<file path="config.mk">
export PLATFORM = sky130hd
export DESIGN_NAME = bus_arbiter
export DESIGN_NICKNAME = d
export VERILOG_FILES = /design/src/rtl/bus_arbiter_pkg.sv /design/src/rtl/bus_watchdog.sv /design/src/rtl/bus_arbiter.sv
export SDC_FILE = /design/constraint.sdc
export NUM_CORES = 1
export LEC_CHECK = 0
export CAP_MARGIN = 20
export CORE_AREA = 3 3 207 209
export CTS_CLUSTER_DIAMETER = 200
export CTS_CLUSTER_SIZE = 14
export DETAILED_ROUTE_END_ITERATION = 12
export DIE_AREA = 0 0 210 212
export GPL_TIMING_DRIVEN = 1
export PLACE_DENSITY_LB_ADDON = 0.3
export SLEW_MARGIN = 30
export SYNTH_ARGS = -nofsm -noshare
export SYNTH_HDL_FRONTEND = slang
export SYNTH_SLANG_ARGS = --single-unit
</file>
<file path="constraint.sdc">
create_clock -name clk -period 1.7 [get_ports clk]
set_input_delay 0.255 -clock clk [delete_from_list [all_inputs] [get_ports clk]]
set_output_delay 0.255 -clock clk [all_outputs]
set_load 0.05 [all_outputs]
</file>
<file path="src/rtl/bus_arbiter_pkg.sv">
// Shared encodings for the two-port memory bus arbiter: FSM states,
// grant identifiers and the watchdog counter sizing helper.
package bus_arbiter_pkg;

   typedef enum logic [1:0] {
      ST_IDLE  = 2'd0,
      ST_INSTR = 2'd1,
      ST_DATA  = 2'd2
   } state_e;

   typedef enum logic {
      GRANT_INSTR = 1'b0,
      GRANT_DATA  = 1'b1
   } grant_e;

   // Bits needed to count 0 .. t-1 (at least one bit, also when disabled).
   function automatic int unsigned wd_count_w(input int unsigned t);
      return (t < 2) ? 1 : $clog2(t);
   endfunction

endpackage

</file>
<file path="src/rtl/bus_watchdog.sv">
// Bus-transaction watchdog: counts enabled cycles and flags expiry when the
// count reaches TIMEOUT_CYCLES-1 while still enabled. TIMEOUT_CYCLES=0 disables it.
module bus_watchdog
   import bus_arbiter_pkg::*;
#(
   parameter int unsigned TIMEOUT_CYCLES = 1024
) (
   input  logic clk,
   input  logic reset_n,
   input  logic clear,
   input  logic enable,
   output logic expired
);

   localparam int unsigned CW = wd_count_w(TIMEOUT_CYCLES);
   localparam logic [CW-1:0] LIMIT = (TIMEOUT_CYCLES == 0) ? '0 : CW'(TIMEOUT_CYCLES - 1);

   logic [CW-1:0] count_q;

   always_ff @(posedge clk or negedge reset_n) begin
      if (!reset_n) begin
         count_q <= '0;
      end else if (clear) begin
         count_q <= '0;
      end else if (enable) begin
         count_q <= count_q + CW'(1);
      end
   end

   assign expired = (TIMEOUT_CYCLES != 0) && enable && (count_q == LIMIT);

endmodule

</file>
<file path="src/rtl/bus_arbiter.sv">
// Round-robin arbiter sharing one registered memory bus between the CPU
// fetch port and the load/store port, with a watchdog abort for hung buses.
module bus_arbiter
   import bus_arbiter_pkg::*;
#(
   parameter int unsigned ADDR_WIDTH     = 64,
   parameter int unsigned DATA_WIDTH     = 64,
   parameter int unsigned TIMEOUT_CYCLES = 1024
) (
   input  logic                    clk,
   input  logic                    reset_n,
   input  logic [ADDR_WIDTH-1:0]   instr_address_in,
   input  logic                    instr_read_in,
   output logic [DATA_WIDTH-1:0]   instr_read_value_out,
   output logic                    instr_ready_out,
   input  logic [ADDR_WIDTH-1:0]   data_address_in,
   input  logic                    data_read_in,
   input  logic                    data_write_in,
   input  logic [DATA_WIDTH/8-1:0] data_write_mask_in,
   input  logic [DATA_WIDTH-1:0]   data_write_value_in,
   output logic [DATA_WIDTH-1:0]   data_read_value_out,
   output logic                    data_ready_out,
   output logic [ADDR_WIDTH-1:0]   bus_address_out,
   output logic                    bus_read_out,
   output logic                    bus_write_out,
   output logic [DATA_WIDTH/8-1:0] bus_write_mask_out,
   output logic [DATA_WIDTH-1:0]   bus_write_value_out,
   input  logic [DATA_WIDTH-1:0]   bus_read_value_in,
   input  logic                    bus_ready_in,
   output logic                    timeout_out
);

   state_e state_q, state_d;
   grant_e last_grant_q;
   logic   grant_i, grant_d;
   logic   busy, done, expired;
   logic   pend_i, pend_d;

   assign pend_i = instr_read_in;
   assign pend_d = data_read_in | data_write_in;
   assign busy   = (state_q != ST_IDLE);
   assign done   = busy & (bus_ready_in | expired);

   bus_watchdog #(
      .TIMEOUT_CYCLES(TIMEOUT_CYCLES)
   ) u_watchdog (
      .clk     (clk),
      .reset_n (reset_n),
      .clear   (~busy | done),
      .enable  (busy & ~bus_ready_in),
      .expired (expired)
   );

   always_ff @(posedge clk or negedge reset_n) begin
      if (!reset_n) begin
         state_q <= ST_IDLE;
      end else begin
         state_q <= state_d;
      end
   end

   // Arbitration in IDLE; ready pulses only reach a port still requesting.
   always_comb begin
      state_d         = state_q;
      grant_i         = 1'b0;
      grant_d         = 1'b0;
      instr_ready_out = 1'b0;
      data_ready_out  = 1'b0;
      case (state_q)
         ST_IDLE: begin
            if (pend_d && (!pend_i || last_grant_q == GRANT_INSTR)) begin
               grant_d = 1'b1;
               state_d = ST_DATA;
            end else if (pend_i) begin
               grant_i = 1'b1;
               state_d = ST_INSTR;
            end
         end
         ST_INSTR: begin
            instr_ready_out = done & pend_i;
            if (done) state_d = ST_IDLE;
         end
         ST_DATA: begin
            data_ready_out = done & pend_d;
            if (done) state_d = ST_IDLE;
         end
         default: state_d = ST_IDLE;
      endcase
   end

   // A watchdog abort returns zero data because bus_ready_in is low then.
   assign instr_read_value_out = (instr_ready_out && bus_ready_in) ? bus_read_value_in : '0;
   assign data_read_value_out  = (data_ready_out && bus_ready_in) ? bus_read_value_in : '0;

   always_ff @(posedge clk or negedge reset_n) begin
      if (!reset_n) begin
         last_grant_q        <= GRANT_INSTR;
         bus_address_out     <= '0;
         bus_read_out        <= 1'b0;
         bus_write_out       <= 1'b0;
         bus_write_mask_out  <= '0;
         bus_write_value_out <= '0;
      end else if (grant_d) begin
         last_grant_q        <= GRANT_DATA;
         bus_address_out     <= data_address_in;
         bus_read_out        <= data_read_in & ~data_write_in;
         bus_write_out       <= data_write_in;
         bus_write_mask_out  <= data_write_mask_in;
         bus_write_value_out <= data_write_value_in;
      end else if (grant_i) begin
         last_grant_q        <= GRANT_INSTR;
         bus_address_out     <= instr_address_in;
         bus_read_out        <= 1'b1;
         bus_write_out       <= 1'b0;
         bus_write_mask_out  <= '0;
         bus_write_value_out <= '0;
      end else if (done) begin
         bus_read_out        <= 1'b0;
         bus_write_out       <= 1'b0;
      end
   end

   always_ff @(posedge clk or negedge reset_n) begin
      if (!reset_n) begin
         timeout_out <= 1'b0;
      end else if (expired) begin
         timeout_out <= 1'b1;
      end
   end

endmodule

</file>
* After elaboration in Yosys (flattened, before gate mapping)
Index checks and enable logic that the tools add are counted. Widths: inputs -> output; s select.
Word-level totals: register bits after elaboration 152, bits of input ports 270, output and inout port bits 269, word-level logic and storage cells 68
Operators by class: add/subtract/negate cells 1, equality and inequality tests 5, multiplexer cells 28, bitwise operators 12, reductions and logical operators 13
Operator list (count):
- $mux 64 | 6
- $mux 10 | 2
- $mux 8 | 2
- $mux 1 | 14
- $add 10x1->10 const B | 1
- $eq 10x10->1 const B | 1
- $mux 2 | 3
- $reduce_bool 2->1 | 3
- $and 1x1->1 | 5
- $logic_and 1x1->1 | 4
- $not 1->1 | 4
- $pmux 2 s2 | 1
- $ne 3x3->1 const B | 1
- $or 1x1->1 | 3
- $reduce_bool 3->1 | 1
- $eq 2x1->1 const B | 1
- $eq 2x2->1 const B | 1
- $logic_not 2->1 | 1
- $ne 2x1->1 const B | 1
- $reduce_and 2->1 | 1
- $reduce_or 2->1 | 1
- $logic_not 1->1 | 1
- $logic_or 1x1->1 | 1

* Logic depth before layout (Yosys ltp)
Gate-level depths: netlist of run 1.
depth after elaboration 9, mapped depth 7, depth with buffers taken out 5

* By module
A second synthesis of run 1 with hierarchy kept.
Unflattened totals: cell total of the unflattened synthesis 758, area total of the unflattened synthesis 7408.4 um2
Modules (own cells, without submodules):
- bus_arbiter | times used 1, cells an instance 708, area an instance 6899.1 um2, sequential area each 3553.4 um2
- bus_watchdog | times used 1, cells an instance 50, area an instance 509.2 um2, sequential area each 250.2 um2

* Worst setup path after synthesis of run 1
OpenSTA, ideal clock, no wires.
path type register to output, start register state_q[0], end output port data_ready_out, data arrival time 2.147 ns, required time 1.445 ns, setup slack -0.702 ns, stages on the path, launching flop included 6, buffers on the path 2, path through dfrtp_1 -> inv_1 -> ha_1 -> buf_2 -> buf_1 -> nor3_1
Between the ends: longest elaborated chain between the ends 7, elaborated cells between the ends (all ways) 8, those cells by class eq/ne (1); mux (1); bitwise (4); reduce/logical (2)
RTL lines:
- start, declared | RTL line bus_arbiter.sv:33 | state_e state_q, state_d;
- start signal, assigned | RTL line bus_arbiter.sv:58 | state_q <= state_d;
- $reduce_bool 2->1 | RTL line bus_arbiter.sv:41 | assign busy = (state_q != ST_IDLE);
- $and 1x1->1 | RTL line bus_arbiter.sv:50 | .enable (busy & ~bus_ready_in),
- $logic_and 1x1->1 | RTL line bus_watchdog.sv:30 | assign expired = (TIMEOUT_CYCLES != 0) && enable && (count_q == LIMIT);
- $or 1x1->1 | RTL line bus_arbiter.sv:42 | assign done = busy & (bus_ready_in | expired);
- $and 1x1->1 | RTL line bus_arbiter.sv:42
- $and 1x1->1 | RTL line bus_arbiter.sv:84 | data_ready_out = done & pend_d;
- $mux 1 * | RTL line bus_arbiter.sv:69 | case (state_q)
- end, declared | RTL line bus_arbiter.sv:22 | output logic data_ready_out,
Every way passes the cells marked *; elsewhere a longest branch is shown, timed or not.

* Worst setup path in the final report of run 1
start register state_q[0], end output port instr_read_value_out[12]
Between the ends: longest elaborated chain between the ends 9, elaborated cells between the ends (all ways) 10, those cells by class eq/ne (1); mux (2); bitwise (4); reduce/logical (3)
RTL lines:
- $reduce_bool 2->1 | RTL line bus_arbiter.sv:41
- $and 1x1->1 | RTL line bus_arbiter.sv:50
- $logic_and 1x1->1 | RTL line bus_watchdog.sv:30
- $or 1x1->1 | RTL line bus_arbiter.sv:42
- $and 1x1->1 | RTL line bus_arbiter.sv:42
- $and 1x1->1 | RTL line bus_arbiter.sv:80 | instr_ready_out = done & pend_i;
- $mux 1 * | RTL line bus_arbiter.sv:69
- $logic_and 1x1->1 * | RTL line bus_arbiter.sv:92 | assign instr_read_value_out = (instr_ready_out && bus_ready_in) ? bus_read_value_in : '0;
- $mux 64 * | RTL line bus_arbiter.sv:92
- end, declared | RTL line bus_arbiter.sv:14 | output logic [DATA_WIDTH-1:0] instr_read_value_out,
Marks and branches as above.

==> impl_metrics.tcl, run 1 <==
set metrics [dict create \
    ys_warn_count 0 \
    worstHoldPathType "in -> async" \
    clk_pin_slew_ns 0.07 \
    cts_tree "yes" \
    setup_slack_ns -0.503 \
    dp_hpwl_mm 28.3 \
    p_leak_nw 7.29 \
    ios 539 \
    run_status "finished with violations" \
    end_kind "output pin" \
    layout_common_cells "clkdlybuf4s50_1, buf_4, buf_12" \
    utilization 0.423 \
    h-tree-depth 4 \
    ys.flop_type "dfrtp_1" \
    drt-pass1-iter-count 6 \
    grt_max_degree 53 \
    port_buffers 538 \
    synth_nets 976 \
    whs_ns 0.278 \
    rr_endpoint "bus_write_value_out[10]" \
    ys_types 44 \
    grt_pass1_vias 8557 \
    n_antenna_cell 0 \
    cp_cell_sequence "buf_4, ha_1, nand2_2, nor2_4, buf_12, clkbuf_16, and2_4, buf_12" \
    power_w 0.0297 \
    grt_usage 0.167 \
    nNetsFinal 1564 \
    avgSynthCellArea_um2 11.0 \
    slowest_stage "dfrtp_1" \
    syn_to_final_growth_pct 126 \
    grt_pass1_wl_mm 56.0 \
    fill_cells 3867 \
    drcViolationCount 0 \
    setup_viol 273 \
    maxCapViolCount 0 \
    rr_startpoint "state_q[0]" \
    reg2reg_depth 9 \
    power_density_nw_per_um2 1710 \
    ctsRootBufferMaster "clkbuf_16" \
    antenna_found_initial 2 \
    crit_required_ns 1.44 \
    gp_congestion 0.827 \
    vias_per_cell 4.59 \
    cts.sinks 152 \
    period_needed_ns 2.20 \
    crit_buf_inv 4 \
    synth_edf_count 0 \
    slew_violations 0 \
    skew_ns 0.0136 \
    first_iter_violations 402 \
    wl_mm 40.9 \
    ctsLongestPathBuffers 2 \
    ys_seq_elements 152 \
    violations "negative setup slack" \
    die_h_um 212 \
    synth_area_um2 7690 \
    layout_commonest_cell "clkdlybuf4s50_1" \
    path_common_cell "buf_12" \
    setup_tns_ns -75.92 \
    die_width_um 210 \
    hold_viol_final 0 \
    critPathKind "reg -> out" \
    place_inst 1755 \
    peakVddDrop_v 0.00135 \
    worst_pin_slew_ns 0.401 \
    ant_nets 0 \
    rows 74 \
    rsz0062_at_grt "yes" \
    maxSlewHeadroom 0.733 \
    overflow 0 \
    cpPeakStageDelay_ns 0.39 \
    post-route-period-util 1.30 \
    synthCells 702 \
    die_area_um2 44500 \
    cp-start-kind "flip-flop" \
    drive_gt1_frac 0.470 \
    critPathTopFamily "buffers and inverters" \
    ff2ff_setup_slack_ns -0.14 \
    stdcell_count 1835 \
    critical_path_arrival_ns 1.95 \
    cts_buffers 17 \
    clk_latency_ns 0.46 \
    via_count 8426 \
    start_util 0.187 \
    core_um2 41000 \
    synth-seq-area-share 0.495 \
    asyncSetResetFlopFracSynth 1.00 \
    timing.fmax_ghz 0.454 \
    critPathMaxFanout 14 \
    wire_per_inst_um 22.3 \
]
## where the power goes
group	total (W)	internal (W)	switching (W)
combinational	0.0196	0.00796	0.0116
clock	0.00400	0.00225	0.00174
sequential	0.00615	0.00519	0.000958
## layer usage
layer / vias to the layer above / part of all wire / track usage
met1: 4182 / 0.42 / 0.213
met2: 340 / 0.50 / 0.279
li1: 3870 / - / -
met4: 4 / 0.014 / 0.0414
met5: - / 0.00083 / 0
met3: 30 / 0.064 / 0.0514
## Yosys cell counts, types with 2 or more instances
library cell	number	area share
a31oi_1	2	0.0016
nand2b_1	2	0.0016
nor2_1	6	0.0029
a22o_1	72	0.082
nor3_1	2	0.0013
inv_1	3	0.0015
a32oi_1	64	0.073
nor2b_1	2	0.0016
a2bb2oi_1	66	0.075
nor2_2	2	0.0016
o21ai_0	53	0.035
and4_1	2	0.0023
o21ai_1	15	0.0098
or4_1	2	0.0020
ha_1	4	0.0065
xor2_1	2	0.0023
o21bai_1	2	0.0020
or3_1	4	0.0033
clkbuf_1	21	0.010
nand2_1	6	0.0029
buf_2	40	0.026
dfrtp_1	152	0.49
a21oi_1	4	0.0026
buf_4	2	0.0020
a32o_1	3	0.0039
and2_1	130	0.11
buf_6	16	0.023
nand3_1	5	0.0033
o2bb2ai_1	2	0.0023
nand4_1	2	0.0016
## worst max path at each step
| stage | slack, ns | startpoint | cells after the start | to |
|---|---|---|---|---|
| 5_1_grt | -0.60 | state_q[0] | 8 | instr_read_value_out[9] |
| 6_report | -0.50 | state_q[0] | 8 | instr_read_value_out[12] |
| 4_1_cts | -0.58 | state_q[0] | 8 | data_read_value_out[35] |
| 3_5_place_dp | -0.35 | data_write_in | 6 | data_read_value_out[35] |
| 3_3_place_gp | -0.34 | data_read_in | 6 | data_read_value_out[4] |
| 2_1_floorplan | -0.13 | state_q[0] | 6 | instr_read_value_out[10] |
## kinds of logic (layout without fill, tap and decap cells)
family          Yosys count  in the layout  share of synthesized area
compound gates          292            292                      0.299
simple gates            168            169                      0.133
flops                   152            152                      0.495
fa+ha+maj                 4              4                    0.00651
buf+inv                  83            683                     0.0636
xor+xnor                  3              3                    0.00342
## registers in the layout (all words and copies together) (netlist names)
register	count
bus_address_out	64
bus_read_out	1
bus_write_mask_out	8
bus_write_out	1
bus_write_value_out	64
last_grant_q	1
state_q	2
timeout_out	1
u_watchdog.count_q	10
## cell type report
type                       instances  area, µm²  share of cell area
timing repair buffer             648       8050               0.464
multi-input combinational        468       4220               0.243
sequential                       152       3800               0.219
tap                              532        666              0.0384
clock buffer                      19        443              0.0255
clock inverter                    13        159             0.00916
inverter                           3       11.3            0.000649
## metrics by stage
step / cell area, µm² / setup slack, ns
5_1_grt: 17400 / -0.597
2_1_floorplan: 7970 / -0.128
3_3_place_gp: 15300 / -0.340
6_report: 17400 / -0.503
3_5_place_dp: 15300 / -0.352
4_1_cts: 16600 / -0.577
## timing repair
item / 4_1_cts / 5_1_grt
resized for setup: 109 / 102
buffers inserted: 17 / 5
endpoints found under the hold margin: 29 / 0
endpoints found under the setup margin: 174 / 279
gates cloned: 9 / 18
pin swaps: 80 / 109
hold buffers: 1 / 0
Note: power is estimated with default switching activity, not from simulation.
==> inputs of run 2 (changes only) <==
Settings changed: CTS_CLUSTER_SIZE 14 to 20.
==> results of run 2 <==
Same layout as run 1: the final DEF is identical, and so are final timing and power.
